### src/rtl/sysid_checker_timer.sv
// Per-read stall counter; expired flags the stalled cycle on which the count reaches the limit.
// Only instantiated when SYSID_CHECKER_TIMEOUT_EN is defined.
module sysid_checker_timer #(
  parameter int unsigned TIMEOUT_CYCLES = 255
) (
  input  logic clk,
  input  logic reset,
  input  logic clear,
  input  logic stall,
  output logic expired
);

  logic [15:0] count_q;

  always_ff @(posedge clk or posedge reset) begin
    if (reset) begin
      count_q <= '0;
    end else if (clear) begin
      count_q <= '0;
    end else if (stall && (count_q != '1)) begin
      count_q <= count_q + 16'd1;
    end
  end

  // Fires when this stalled cycle brings the count up to TIMEOUT_CYCLES.
  assign expired = stall && (({1'b0, count_q} + 17'd1) >= 17'(TIMEOUT_CYCLES));

endmodule

### config.mk
export PLATFORM = sky130hd
export DESIGN_NAME = sysid_checker_timer
export DESIGN_NICKNAME = d
export VERILOG_FILES = /design/src/rtl/sysid_checker_timer.sv
export SDC_FILE = /design/constraint.sdc
export NUM_CORES = 1
export LEC_CHECK = 0
export CAP_MARGIN = 20
export CORE_MARGIN = 10
export CORE_UTILIZATION = 51
export DETAILED_ROUTE_END_ITERATION = 8
export PLACE_DENSITY = 0.69
export SLEW_MARGIN = 10
export SYNTH_ARGS = -nofsm -noshare
export SYNTH_HDL_FRONTEND = slang
export SYNTH_SLANG_ARGS = --single-unit
### constraint.sdc
create_clock -name clk -period 3.55 [get_ports clk]
set_input_delay 0.71 -clock clk [delete_from_list [all_inputs] [get_ports clk]]
set_output_delay 0.71 -clock clk [all_outputs]
set_load 0.05 [all_outputs]
=== Word level (Yosys, flattened, before mapping) ===
Index checks and enable logic that the tools add are counted.

* Latch bits: 0
* Bits of input ports: 4
* Memory bits (writable): 0
* Output and inout bits: 1
* Memories kept: 0
* ROM bits: 0
* Logic and storage cells: 10
* Bits in registers: 16

* Bitwise gates (word level): 0
* Reduce and logical (&&, ||, !) cells: 3
* Shift operators: 0
* Mux-type cells: 2
* $add $sub $neg: 2
* Div/mod/pow operators: 0
* Magnitude comparators: 1
* Eq/ne operators: 1
* Multiply operators: 0

{| class="wikitable"
|+ Operators by type and width
! kind !! number
|-
| 2-to-1 mux 16 bit || 2
|-
| adder 16 x 1 -> 17 bit, second input constant || 1
|-
| >= comparator 17 x 8 -> 1 bit, second input constant || 1
|-
| adder 16 x 1 -> 16 bit, second input constant || 1
|-
| inequality test 16 bit, second input constant || 1
|-
| logical AND 1 bit || 2
|-
| nonzero test 2 bit || 1
|}

=== Logic depth before layout (Yosys ltp) ===
* Depth after elaboration: 4
* Depth in mapped cells: 7
* Mapped depth without buffers: 6

=== Worst setup path after synthesis ===
Ideal clock, no wire load.

* Path kind: register -> output
* From: register count_q[0]
* To: output expired
* Path slack: 0.788 ns
* Data required time: 2.840 ns
* Stages on the path, launching flop included: 7
* Arrival time: 2.052 ns
* Path buffers: 0
* Path through: dfrtp_1 -> ha_1 -> inv_1 -> nor3_1 -> xnor2_1 -> o2111ai_1 -> o41a_1

* Longest elaborated chain between the ends: 3

{| class="wikitable"
|+ RTL lines
! item !! RTL line !! RTL
|-
| start: declaration || 13 || <nowiki>logic [15:0] count_q;</nowiki>
|-
| start signal: assignment || 21 || <nowiki>count_q <= count_q + 16'd1;</nowiki>
|-
| adder 16 x 1 -> 17 bit || 26 || <nowiki>assign expired = stall && (({1'b0, count_q} + 17'd1) >= 17'(TIMEOUT_CYCLES));</nowiki>
|-
| >= comparator 17 x 8 -> 1 bit || 26 ||
|-
| logical AND 1 bit || 26 ||
|-
| end: declaration || 10 || <nowiki>output logic expired</nowiki>
|}

No other way between the ends.

=== Final worst setup path ===
Same ends and word-level chain as after synthesis.

==> metrics.txt <==
post_cts resized=0; R2R cell count=6; Total Routing Usage GR=11.31%; YS warnings=0; DRC Markers=0; largest net degree at the start of global routing=17; CP Capture Type=output port; worst min path class=reg -> reg; biggest regs=count_q x16; status=completed; WL per Instance=14.70 um; 1st-iter DRT viols=22; CP required=2840 ps; syn nets=129; CP Class=reg -> out; most common cell after layout, fill and taps aside=nor2_1; max_slew headroom=58.69%; gr ovfl total=0; Max FO, Critical Path=6; RSZ-0062 raised after global routing=no; Cells after Synth=123; Clk pwr share=37.0%; GPL Wtd Cong=0.8205; max-cap check violation count=0; DRT Pass-1 Iters=5; Via density=5.724; Worst VDD drop=0.1790 mV; Hold Worst Slack=630.8 ps; clk slew on worst S/H paths=100 ps; Mean Syn Cell Area=8.809 um2; layout cells sized above 1=8.800%; hold_sp=count_q[5]; area of the mapped netlist=1084 um2; Final Hold Fails=0; Final min period=3280 ps; Post-CTS Setup Inserts=0; core footprint=1982 um2; register with the most flip-flops=count_q; post-route ant nets=0; worst r2r src=count_q[0]; Fin Setup TNS=0 ps; hold buffers post-CTS=0; P_leak=0.0004748 uW; Yosys cell types=30; Num CTS Buffers=3; row count=16; Final Non-Filler Cells=152; via count=870; Clock Path Buffers=2; most frequent cells in the layout=nor2_1, dfrtp_1, xor2_1; Max Slew Vio Count=0; Die ar.=4369 um2; CTS tree=done; clock latency on the worst-skew pair=300 ps; io pins=5; Hold EP=count_q[5]; Final nets=132; port buffer count=4; R2R Path End=count_q[15]; first-pass GRT wire length=3.919 mm; Sink Count=16; Yosys reg bits=16; Final period util=92.39%; kind of start point of the critical path=flop; Seq pwr share=55.5%; sw frac=24.41%; Int Pwr=257.1 uW; FILL cells=190; H-tree depth=1; Starting Density=54.67%; max frequency=304.9 MHz; Final Cell Area=1170 um2; pwr/cell area=290.7 nW/um2; fin util=59.03%; Min-Delay Path Depth=2; Placed Cells incl. Taps=148; placed cell area=1134 um2; initial antenna violation count=0; Seq/Total Area, Yosys=36.95%; Clock Root Buffer=clkbuf_4; WL final=2.234 mm; final setup vio count=0; max reg flops=16; width of the die=66.10 um; Switching Power=83.01 uW; Tightest Pin Transition=619.0 ps; Logic pwr share=7.6%; R2R Setup Slk=1550 ps; Layout Area Growth over Synthesis=7.968%; DP HPWL=1.511 mm; Layout Skew=8.926 ps; vias in the first global route=888; Worst EP arrival=2570 ps; n_diodes=0; Die Span Y=66.10 um
[layer usage]
layer / vias to the layer above / share of wire [%] / track usage, % / wire [um]
li1: 440 / - / - / -
met1: 420 / 50 / 13.24 / 1127
met2: 8 / 46 / 18.18 / 1023
met3: 2 / 3.0 / 4.237 / 66
met4: 0 / 0.76 / 4.450 / 17
met5: - / 0 / 0 / 0
[synth_stat cells (all sizes together)]
| cell type | n | share of area [%] |
|---|---|---|
| nor2 | 21 | 7.3 |
| dfrtp | 16 | 37 |
| xor2 | 14 | 11 |
| o211ai | 7 | 4.8 |
| nand2 | 6 | 2.1 |
| nand4 | 6 | 5.2 |
| xnor2 | 6 | 4.8 |
| clkbuf | 5 | 1.8 |
| nand3 | 5 | 2.3 |
| nor3 | 5 | 2.3 |
| o2111ai | 5 | 4.0 |
| inv | 4 | 1.4 |
| and2 | 3 | 1.7 |
| and3 | 3 | 1.7 |
| o21ai | 3 | 1.4 |
| buf | 2 | 0.81 |
| ha | 2 | 2.3 |
| nor4 | 2 | 1.2 |
| a211oi | 1 | 0.69 |
| a31oi | 1 | 0.58 |
| mux2 | 1 | 1.0 |
| nor3b | 1 | 0.69 |
| o21a | 1 | 0.69 |
| o31ai | 1 | 0.69 |
| o41a | 1 | 1.0 |
| or3 | 1 | 1.0 |
[worst max-delay path: stages, from the launching register on]
cell and delay (ps):
dfrtp_1 450, ha_1 310, inv_1 140, nor3_1 460
xnor2_1 170, o2111ai_1 120, o41a_1 420, buf_4 190
[stage by stage]
| stage | power, uW | worst slack, ps |
|---|---|---|
| after floorplan | 210.0 | 787.9 |
| after global placement | 217.2 | 680.1 |
| after detailed placement | 218.2 | 624.6 |
| after CTS | 345.9 | 279.5 |
| after global routing | 359.1 | 117.1 |
| final | 340.1 | 270.2 |
[power groups by stage]
stage / registers (uW) / logic [uW] / clock network [uW]
after floorplan: 192 / 18.5 / 0
after global placement: 192 / 25.3 / 0
after detailed placement: 192 / 26.0 / 0
after CTS: 189 / 26.1 / 131
after global routing: 189 / 29.5 / 140
final: 189 / 25.8 / 126
[how the worst max path moves through the flow]
stage / startpoint / endpoint
floorplan: count_q[0] / expired
global placement: count_q[0] / expired
detailed placement: count_q[0] / expired
CTS: count_q[0] / expired
global route: count_q[0] / expired
finish: count_q[0] / expired
[cell families after synthesis]
kind of cell               after synthesis  synth area share, %
and+or+nand+nor                         53                25.52
adders and majority gates                2                2.309
buffers and inverters                   11                4.040
xor gates and xnor gates                20                16.17
muxes                                    1                1.039
AOI/OAI and AO/OA                       20                13.97
DFF                                     16                36.95
[layout make-up]
cell class | instances | area [um2] | share of cell area, %
Clock buffer | 4 | 36.28 | 3.102
Timing Repair Buffer | 5 | 45.04 | 3.850
Tap cell | 27 | 33.78 | 2.888
Multi-Input combinational cell | 96 | 639.4 | 54.65
Inverter | 4 | 15.01 | 1.283
Sequential cell | 16 | 400.4 | 34.22
No activity file was read; power rests on OpenSTA's default activity.
